### src/rtl/ct_idu_id_split_short_seq_if.sv
// Handshake bundle between the ID-stage short-split classifier, the uop sequencer and IR.
// The slave view belongs to the sequencer; the master view is the decode/IR side driving it.
interface ct_idu_id_split_short_seq_if #(
    parameter int INST_W = 32
);
    logic              id_inst_vld;
    logic [INST_W-1:0] id_inst;
    logic [6:0]        id_split_short_type;
    logic              id_inst_rdy;
    logic              uop_vld;
    logic [INST_W-1:0] uop_inst;
    logic [1:0]        uop_idx;
    logic [2:0]        uop_kind;
    logic              uop_last;
    logic              uop_rdy;
    logic              seq_busy;
    logic [15:0]       split_cnt;

    modport master (
        output id_inst_vld, id_inst, id_split_short_type, uop_rdy,
        input  id_inst_rdy, uop_vld, uop_inst, uop_idx, uop_kind, uop_last, seq_busy, split_cnt
    );

    modport slave (
        input  id_inst_vld, id_inst, id_split_short_type, uop_rdy,
        output id_inst_rdy, uop_vld, uop_inst, uop_idx, uop_kind, uop_last, seq_busy, split_cnt
    );
endinterface

### src/rtl/ct_idu_id_split_short_seq.sv
// Short-split uop sequencer: holds one decoded instruction and streams 1 or SPLIT_UOPS uops to IR.
// Optional split statistics counter enabled by defining CT_IDU_SPLIT_STATS_EN.
module ct_idu_id_split_short_seq #(
    parameter int INST_W     = 32,
    parameter int SPLIT_UOPS = 2
) (
    input logic                           forever_cpuclk,
    input logic                           cpurst,
    input logic                           rtu_idu_flush_fe,
    ct_idu_id_split_short_seq_if.slave    bus
);

    typedef enum logic {
        ST_IDLE,
        ST_ISSUE
    } state_t;

    localparam logic [1:0] SPLIT_LAST = 2'(SPLIT_UOPS - 1);

    state_t            r_state;
    state_t            w_nextState;
    logic [INST_W-1:0] r_inst;
    logic [1:0]        r_idx;
    logic [2:0]        r_kind;

    logic [INST_W-1:0] w_nextInst;
    logic [1:0]        w_nextIdx;
    logic [2:0]        w_nextKind;
    logic [2:0]        w_newKind;
    logic [1:0]        w_lastIdx;
    logic              w_isLast;
    logic              w_fire;
    logic              w_rdy;
    logic              w_accept;

    // type0 wins over higher types when several classifier bits are set
    always_comb begin
        w_newKind = 3'd0;
        if (bus.id_split_short_type[0]) begin
            w_newKind = 3'd1;
        end else if (bus.id_split_short_type[1]) begin
            w_newKind = 3'd2;
        end else if (bus.id_split_short_type[2]) begin
            w_newKind = 3'd3;
        end else if (bus.id_split_short_type[3]) begin
            w_newKind = 3'd4;
        end
    end

    always_comb begin
        w_lastIdx   = (r_kind != 3'd0) ? SPLIT_LAST : 2'd0;
        w_isLast    = (r_state == ST_ISSUE) && (r_idx == w_lastIdx);
        w_fire      = (r_state == ST_ISSUE) && bus.uop_rdy;
        w_rdy       = !cpurst && !rtu_idu_flush_fe &&
                      ((r_state == ST_IDLE) || (w_fire && w_isLast));
        w_accept    = bus.id_inst_vld && w_rdy;
        w_nextState = r_state;
        w_nextIdx   = r_idx;
        w_nextKind  = r_kind;
        w_nextInst  = r_inst;

        if (rtu_idu_flush_fe) begin
            w_nextState = ST_IDLE;
            w_nextIdx   = 2'd0;
            w_nextKind  = 3'd0;
        end else if (w_accept) begin
            // also covers the last-uop handoff, so a new parent follows with no bubble
            w_nextState = ST_ISSUE;
            w_nextIdx   = 2'd0;
            w_nextKind  = w_newKind;
            w_nextInst  = bus.id_inst;
        end else if (w_fire) begin
            if (w_isLast) begin
                w_nextState = ST_IDLE;
                w_nextIdx   = 2'd0;
                w_nextKind  = 3'd0;
            end else begin
                w_nextIdx   = r_idx + 2'd1;
            end
        end
    end

    always_ff @(posedge forever_cpuclk) begin
        if (cpurst) begin
            r_state <= ST_IDLE;
        end else begin
            r_state <= w_nextState;
        end
    end

    always_ff @(posedge forever_cpuclk) begin
        if (cpurst) begin
            r_inst <= '0;
            r_idx  <= 2'd0;
            r_kind <= 3'd0;
        end else begin
            r_inst <= w_nextInst;
            r_idx  <= w_nextIdx;
            r_kind <= w_nextKind;
        end
    end

`ifdef CT_IDU_SPLIT_STATS_EN
    logic [15:0] r_splitCnt;

    // saturating; survives flush so it reflects the whole run since reset
    always_ff @(posedge forever_cpuclk) begin
        if (cpurst) begin
            r_splitCnt <= 16'h0000;
        end else if (w_accept && (w_newKind != 3'd0) && (r_splitCnt != 16'hFFFF)) begin
            r_splitCnt <= r_splitCnt + 16'd1;
        end
    end

    assign bus.split_cnt = r_splitCnt;
`else
    assign bus.split_cnt = 16'h0000;
`endif

    assign bus.id_inst_rdy = w_rdy;
    assign bus.uop_vld     = (r_state == ST_ISSUE);
    assign bus.uop_inst    = r_inst;
    assign bus.uop_idx     = r_idx;
    assign bus.uop_kind    = r_kind;
    assign bus.uop_last    = w_isLast;
    assign bus.seq_busy    = (r_state == ST_ISSUE);

    // reserved classifier bits must never accompany an accepted instruction
    assert property (@(posedge forever_cpuclk) disable iff (cpurst)
        w_accept |-> (bus.id_split_short_type[6:4] == 3'b000));

endmodule

### src/flat_wrapper.sv
// flat-port wrapper written by rule: the top's interface ports become plain ports
module ct_idu_id_split_short_seq_flat 
#(
    parameter int INST_W     = 32,
    parameter int SPLIT_UOPS = 2
)
  (forever_cpuclk, cpurst, rtu_idu_flush_fe, bus_id_inst_vld, bus_id_inst, bus_id_split_short_type, bus_uop_rdy, bus_id_inst_rdy, bus_uop_vld, bus_uop_inst, bus_uop_idx, bus_uop_kind, bus_uop_last, bus_seq_busy, bus_split_cnt);
  ct_idu_id_split_short_seq_if #(.INST_W(INST_W)) bus_i ();
  input logic forever_cpuclk;
  input logic cpurst;
  input logic rtu_idu_flush_fe;
  input wire logic [$bits(bus_i.id_inst_vld)-1:0] bus_id_inst_vld;
  input wire logic [$bits(bus_i.id_inst)-1:0] bus_id_inst;
  input wire logic [$bits(bus_i.id_split_short_type)-1:0] bus_id_split_short_type;
  input wire logic [$bits(bus_i.uop_rdy)-1:0] bus_uop_rdy;
  output wire logic [$bits(bus_i.id_inst_rdy)-1:0] bus_id_inst_rdy;
  output wire logic [$bits(bus_i.uop_vld)-1:0] bus_uop_vld;
  output wire logic [$bits(bus_i.uop_inst)-1:0] bus_uop_inst;
  output wire logic [$bits(bus_i.uop_idx)-1:0] bus_uop_idx;
  output wire logic [$bits(bus_i.uop_kind)-1:0] bus_uop_kind;
  output wire logic [$bits(bus_i.uop_last)-1:0] bus_uop_last;
  output wire logic [$bits(bus_i.seq_busy)-1:0] bus_seq_busy;
  output wire logic [$bits(bus_i.split_cnt)-1:0] bus_split_cnt;
  assign bus_i.id_inst_vld = bus_id_inst_vld;
  assign bus_i.id_inst = bus_id_inst;
  assign bus_i.id_split_short_type = bus_id_split_short_type;
  assign bus_i.uop_rdy = bus_uop_rdy;
  assign bus_id_inst_rdy = bus_i.id_inst_rdy;
  assign bus_uop_vld = bus_i.uop_vld;
  assign bus_uop_inst = bus_i.uop_inst;
  assign bus_uop_idx = bus_i.uop_idx;
  assign bus_uop_kind = bus_i.uop_kind;
  assign bus_uop_last = bus_i.uop_last;
  assign bus_seq_busy = bus_i.seq_busy;
  assign bus_split_cnt = bus_i.split_cnt;
  ct_idu_id_split_short_seq #(.INST_W(INST_W), .SPLIT_UOPS(SPLIT_UOPS)) u_core (.forever_cpuclk(forever_cpuclk), .cpurst(cpurst), .rtu_idu_flush_fe(rtu_idu_flush_fe), .bus(bus_i));
endmodule
### config.mk
export PLATFORM = sky130hd
export DESIGN_NAME = ct_idu_id_split_short_seq_flat
export DESIGN_NICKNAME = d
export VERILOG_FILES = /design/src/rtl/ct_idu_id_split_short_seq_if.sv /design/src/rtl/ct_idu_id_split_short_seq.sv /design/src/flat_wrapper.sv
export SDC_FILE = /design/constraint.sdc
export NUM_CORES = 1
export LEC_CHECK = 0
export CAP_MARGIN = 25
export CORE_ASPECT_RATIO = 0.7
export CORE_MARGIN = 2
export CORE_UTILIZATION = 30
export DETAILED_ROUTE_END_ITERATION = 7
export GPL_ROUTABILITY_DRIVEN = 0
export PLACE_DENSITY = 0.65
export SETUP_SLACK_MARGIN = 0.3
export SYNTH_ARGS = -nofsm -noshare
export SYNTH_HDL_FRONTEND = slang
export SYNTH_SLANG_ARGS = --single-unit
### constraint.sdc
create_clock -name forever_cpuclk -period 2.1 [get_ports forever_cpuclk]
set_input_delay 0.315 -clock forever_cpuclk [delete_from_list [all_inputs] [get_ports forever_cpuclk]]
set_output_delay 0.315 -clock forever_cpuclk [all_outputs]
set_load 0.005 [all_outputs]
* Word level (Yosys, flattened, before mapping)
Cells that the tools add are included.
Storage, ports and cells: output and inout bits 57, bits in registers 38, logic and storage cells 36, input bits 44
Operators by class: equal/unequal tests 1, muxes and demuxes 12, reductions and logical operators 16, add/subtract/negate cells 1, bitwise operators 2
Operators with widths (count):
- $mux W3 | 7
- $logic_and A1 B1 Y1 | 6
- $mux W1 | 4
- $reduce_and A2 Y1 | 2
- $reduce_bool A2 Y1 | 2
- $reduce_bool A3 Y1 | 1
- $reduce_or A3 Y1 | 1
- $add A2 B1 Y2 const B | 1
- $eq A2 B2 Y1 | 1
- $logic_not A1 Y1 | 2
- $mux W2 | 1
- $not A1 Y1 | 2
- $reduce_or A2 Y1 | 1
- $logic_or A1 B1 Y1 | 1

* Logic depth before layout (Yosys ltp)
Gate-level depths: netlist of the first run.
word-level depth 10, mapped depth 6, depth with buffers taken out 4

* Worst setup path after synthesis of the first run
OpenSTA, ideal clock, no wires.
path type reg-to-reg, start register u_core.r_kind[2], in the netlist u_core.bus.uop_kind[2], end register u_core.r_inst[10], in the netlist u_core.bus.uop_inst[10], buffers on the path 2, arrival time 1.569 ns, setup time 0.121 ns, period minus slack after synthesis 1.690 ns, data required time 1.979 ns, slack 0.410 ns, cell stages (with the launch flop) 7, cell sequence dfxtp_1 -> o31a_1 -> o211ai_2 -> a21o_1 -> buf_6 -> buf_12 -> mux2_4
Between the ends: longest elaborated chain between the ends 9
Ends and longest elaborated chain:
- from (decl) | line ct_idu_id_split_short_seq.sv:24 | logic [2:0] r_kind;
- from (signal assigned) | line ct_idu_id_split_short_seq.sv:99 | r_kind <= w_nextKind;
- $reduce_bool A3 Y1 | line ct_idu_id_split_short_seq.sv:51 | w_lastIdx = (r_kind != 3'd0) ? SPLIT_LAST : 2'd0;
- $mux W1 | line ct_idu_id_split_short_seq.sv:51
- $eq A2 B2 Y1 | line ct_idu_id_split_short_seq.sv:52 | w_isLast = (r_state == ST_ISSUE) && (r_idx == w_lastIdx);
- $logic_and A1 B1 Y1 | line ct_idu_id_split_short_seq.sv:52
- $logic_and A1 B1 Y1 | line ct_idu_id_split_short_seq.sv:55 | ((r_state == ST_IDLE) || (w_fire && w_isLast));
- $logic_or A1 B1 Y1 | line ct_idu_id_split_short_seq.sv:55
- $logic_and A1 B1 Y1 | line ct_idu_id_split_short_seq.sv:54 | w_rdy = !cpurst && !rtu_idu_flush_fe &&
- $logic_and A1 B1 Y1 | line ct_idu_id_split_short_seq.sv:56 | w_accept = bus.id_inst_vld && w_rdy;
- $reduce_and A2 Y1 (no source line)
- to (signal assigned) | line ct_idu_id_split_short_seq.sv:97 | r_inst <= w_nextInst;
- to (decl) | line ct_idu_id_split_short_seq.sv:22 | logic [INST_W-1:0] r_inst;
No other way between the ends. A chain may end at the register's enable or synchronous reset.

* Worst setup path after layout of the first run
start register u_core.r_kind[0], in the netlist u_core.bus.uop_kind[0], end register u_core.r_inst[0], in the netlist u_core.bus.uop_inst[0]
The elaborated chain is that of the path after synthesis.

==> flow_summary.toml, run 1 <==
[cts]
cts_tree = "built"
h-tree-depth = 2
numCtsBuffers = 5
cts_buffer_depth = 2
insertion_delay_ps = 280
postCtsHoldBufs = 0
clock-sinks = 38
path_clk_slew_ps = 80
ctsRootBufferMaster = "clkbuf_8"

[power_and_ir_drop]
max-vdd-ir-drop_uv = 215.0
p_leak_uw = 0.001310
cellPowerDensity_nw_per_um2 = 545.3

[yosys]
synth_fa_ha_area_share_pct = 0
seq_area_frac_synth_pct = 40.61
yosysUniqueCellTypes = 31
syn_area_sq_um = 1873
syn_inst = 159
synth_top_family_by_area = "multiplexers"
synth-edff-count = 0
syn_area_per_cell_sq_um = 11.78
synth_xor_area_share_pct = 0.4676
synth.area.mux_share_pct = 25.05
ys_ff_latch = 38
synthFlopType = "dfxtp_1"
async_flop_share_pct = 0
synth-simple-area-share_pct = 15.70
ys.warnings.count = 0
synth_compound_gate_area_share_pct = 6.346

[worst_setup_path]
crit_required_ps = 2280
criticalPathCategory = "register to register"
cp-end-kind = "register"
crit_arrival_ps = 2110
rr_worst_depth = 7
worstPathMaxFanout = 5
startpoint_type = "register"

[finish]
most-common-layout-cells = "clkdlybuf4s50_1 (79), nor2b_1 (35), dfxtp_1 (34)"
final_cell_count_no_fill = 336
multi_input_area_sq_um = 973.4
drive_above_1_share_pct = 26.74
diodes = 0
post-route-util_pct = 48.51
fin_area_sq_um = 2972
syn2layout_area_growth_pct = 58.65
fillers = 580
layout.nets = 301
layout_commonest_cell = "clkdlybuf4s50_1"
seq_area_sq_um = 770.7

[route]
wl_mm = 4.364
dr.first_iter.drc_count = 24
drt-wirelength-per-cell_um = 12.99
ant_nets = 0
via_count = 1397
vias_per_cell = 4.158
first_pass_iters = 4
route.detailed.drc = 0

[placed_design]
postPlaceCellArea_sq_um = 2701
hpwl_mm = 2.768
portBuffers = 81
place_ws_ps = 4.319
placed_cells = 317

[global_routing]
antenna_found_initial = 0
grt-ovfl-total = 0
track_usage_pct = 12.55
first_global_vias = 1428
grt_first_pass_wirelength_mm = 6.920
grt_max_degree = 34

[sta]
min_period_ps = 1935
slew_violations = 0
timing.final.crit_share_pct = 92.15
clock.fmax_mhz = 516.8
timing.final.ws_setup_ps = 164.9
setup_viol = 0
hold_viol = 0
rsz0062_at_grt = "true"
fin_skew_ps = 4.968
finalSetupTns_ps = 0

[run]
cap_violations = 0

[min_path]
hold_class = "register to register"
hold-path-cell-count = 1

[die]
ioPinCount = 101
core_sq_um = 6126
die_area_sq_um = 6902
die_w_um = 98.44
rows = 24
initial_core_util_pct = 30.58
die_h_um = 70.11

[outcome]
status = "complete, no violations"
worst paths after layout:
check,to,from,slack [ps]
worst max-delay path,u_core.bus.uop_inst[0],u_core.bus.uop_kind[0],160
worst min-delay path,u_core.bus.uop_kind[2],u_core.bus.uop_kind[2],540
worst max register to register,u_core.bus.uop_inst[0],u_core.bus.uop_kind[0],160
worst min register to register,u_core.bus.uop_kind[2],u_core.bus.uop_kind[2],540
sequential cells by signal, indices dropped and copies added (netlist names):
register,flops
u_core.bus.uop_kind,3
u_core.bus.seq_busy,1
u_core.bus.uop_idx,2
u_core.bus.uop_inst,32
power breakdown:
group	switching, uW	total, uW	internal (uW)
Combinational	98.3	327	229
Sequential	18.1	772	754
Clock	256	521	265
worst max-delay path: stages, from the launching register on:
cell and delay (ps):
dfxtp_4 360, o31a_1 330, o211ai_2 210, buf_4 140, buf_6 80, a21o_4 210
clkbuf_16 190, mux2_4 300
cell type report:
class	count	share of cell area [%]
Tap cell	78	3.284
Multi-Input combinational cell	110	32.76
Sequential cell	38	25.94
Inverter	2	0.2526
Clock inverter	1	0.1684
Timing Repair Buffer	100	34.69
Clock buffer	7	2.905
synth_stat cells (2+ instances only):
library cell | instances | area share (%)
dfxtp_1 | 38 | 41
nor2b_1 | 35 | 12
mux2_4 | 29 | 23
buf_4 | 17 | 6.8
buf_12 | 3 | 3.2
clkbuf_1 | 3 | 0.60
mux2_2 | 3 | 1.8
nor2_1 | 3 | 0.60
o21ai_0 | 3 | 0.80
inv_1 | 2 | 0.40
nand2_1 | 2 | 0.40
nor3_1 | 2 | 0.53
stage by stage:
stage / power [uW] / hold slack [ps]
after global placement: 1088 / 556.7
after detailed placement: 1089 / 556.5
after global routing: 1703 / 562.8
after floorplan: 939.8 / 394.3
final: 1620 / 536.9
after CTS: 1635 / 538.3
metal layers:
layer | track usage [%] | share of wire (%) | up-vias
li1 | - | - | 701
met1 | 16.94 | 51 | 645
met2 | 19.65 | 44 | 49
met3 | 3.203 | 4.9 | 2
met4 | 4.110 | 0.85 | 0
met5 | 0 | 0 | -
timing repair:
item	in CTS	in global routing
buffers inserted	6	2
pin swaps	3	5
setup endpoints to repair	35	35
cloned	1	2
resized for setup	14	11
kinds of logic (layout without fill, tap and decap cells):
| logic type | count (synthesis) | count (layout) |
|---|---|---|
| other | 1 | 16 |
| AND/OR/NAND/NOR | 47 | 47 |
| multiplexers | 32 | 32 |
| flip-flops | 38 | 38 |
| buffers and inverters | 26 | 110 |
| AO/OA/AOI/OAI | 14 | 14 |
| XOR/XNOR | 1 | 1 |
Power figures use the tool's default switching activity.
==> run 2: changes to the inputs <==
==> constraint.sdc (replaced) <==
create_clock -name forever_cpuclk -period 2.45 [get_ports forever_cpuclk]
set_input_delay 0.3675 -clock forever_cpuclk [delete_from_list [all_inputs] [get_ports forever_cpuclk]]
set_output_delay 0.3675 -clock forever_cpuclk [all_outputs]
set_load 0.005 [all_outputs]
==> run 2 against run 1 <==
Final cell count fell by 3.3%. Sequential power fell by 14%. Non-clock buffer count shrank 11. Clock skew up 3.2 ps. Highest routed layer is now met3.
==> flow_summary.toml, run 2 (synthesized netlist as in run 1, its figures left out) <==
[sta]
fin_skew_ps = 8.146
timing.final.crit_share_pct = 84.63
clock.fmax_mhz = 482.3
hold_viol = 0
slew_violations = 0
min_period_ps = 2074
rsz0062_at_grt = "false"
finalSetupTns_ps = 0
setup_viol = 0

[run]
cap_violations = 0

[cts]
path_clk_slew_ps = 70
numCtsBuffers = 5
cts_buffer_depth = 2
ctsRootBufferMaster = "clkbuf_8"
insertion_delay_ps = 280
cts_tree = "built"
postCtsHoldBufs = 0
clock-sinks = 38
h-tree-depth = 2

[finish]
largest_reg_flops = 32
diodes = 0
multi_input_area_sq_um = 963.4
most-common-layout-cells = "clkdlybuf4s50_1 (80), nor2b_1 (35), dfxtp_1 (34)"
final_cell_count_no_fill = 325
layout_commonest_cell = "clkdlybuf4s50_1"
layout.nets = 290
seq_area_sq_um = 768.2
syn2layout_area_growth_pct = 50.37
fillers = 603
drive_above_1_share_pct = 22.67
post-route-util_pct = 45.98

[global_routing]
grt_first_pass_wirelength_mm = 6.658
track_usage_pct = 12.09
antenna_found_initial = 0
grt_max_degree = 34
grt-ovfl-total = 0
first_global_vias = 1348

[outcome]
status = "complete, no violations"

[worst_setup_path]
crit_arrival_ps = 1710
r2r_setup_slack_ps = 460
reg2reg_to = "u_core.bus.uop_inst[4]"
startpoint_type = "register"
rr_worst_depth = 6
cp-end-kind = "output port"
crit_required_ps = 2080
criticalPathCategory = "register to output port"
worstPathMaxFanout = 7
r2r_start = "u_core.bus.uop_kind[1]"
startpoint = "u_core.bus.uop_idx[0]"
critPathCapture = "bus_uop_last"

[route]
via_count = 1340
dr.first_iter.drc_count = 40
wl_mm = 4.153
first_pass_iters = 4
vias_per_cell = 4.123
route.detailed.drc = 0
ant_nets = 0
drt-wirelength-per-cell_um = 12.78

[power_and_ir_drop]
max-vdd-ir-drop_uv = 193.3
p_leak_uw = 0.001218
total_power_uw = 1442
cellPowerDensity_nw_per_um2 = 512.0

[placed_design]
placed_cells = 313
hpwl_mm = 2.872
portBuffers = 81

[die]
die_area_sq_um = 6902
ioPinCount = 101
die_w_um = 98.44
rows = 24
die_h_um = 70.11
core_sq_um = 6126
initial_core_util_pct = 30.58

[min_path]
hold_class = "register to register"
## run 2: what timing repair did
| item | 4_1_cts | 5_1_grt |
|---|---|---|
| setup buffers | 2 | 2 |
| setup endpoints to repair | 1 | 2 |
| pin swaps | 2 | 3 |
| hold endpoints to repair | 0 | 0 |
| resized for setup | 7 | 3 |
## run 2: metal layers
layer  share of wire, %  vias up  GRT usage (%)
met4                  0        0          3.653
met3                6.4        0          3.704
met2                 46       51          19.05
met1                 48      613          15.95
met5                  0        -              0
li1                   -      676              -
## run 2: power by group
group | internal (uW) | switching, uW
clock | 305 | 217
combinational | 178 | 77.0
sequential | 648 | 17.6
## run 2: area by class of cell
cell class | instances | area share [%]
Clock buffer | 7 | 2.710
Clock inverter | 1 | 1.066
Tap cell | 78 | 3.465
Multi-Input combinational cell | 110 | 34.21
Sequential cell | 38 | 27.28
Timing Repair Buffer | 89 | 31.01
Inverter | 2 | 0.2665
## run 2: worst min-delay path by stage
stage	startpoint	end	slack [ps]	cells after the start
floorplan	rtu_idu_flush_fe	u_core.bus.seq_busy	450	1
global placement	u_core.bus.uop_idx[1]	u_core.bus.uop_idx[1]	540	2
detailed placement	u_core.bus.uop_idx[1]	u_core.bus.uop_idx[1]	560	2
CTS	u_core.bus.uop_kind[0]	u_core.bus.uop_kind[0]	530	1
global route	u_core.bus.uop_kind[0]	u_core.bus.uop_kind[0]	550	1
finish	u_core.bus.uop_kind[0]	u_core.bus.uop_kind[0]	540	1
## run 2: stage by stage
stage / area, sq um / hold slack (ps) / setup WS (ps)
after CTS: 2791 / 534.8 / 304.1
after detailed placement: 2659 / 555.0 / 128.3
after global placement: 2659 / 543.4 / 193.0
after floorplan: 1929 / 446.8 / 759.7
final: 2816 / 536.6 / 376.5
after global routing: 2816 / 549.4 / 297.5
## run 2: worst max-delay path: stages (launching register included)
cell and delay (ps):
dfxtp_4 370, nor4_4 280, buf_4 150, o21a_1 120
clkdlybuf4s50_1 500
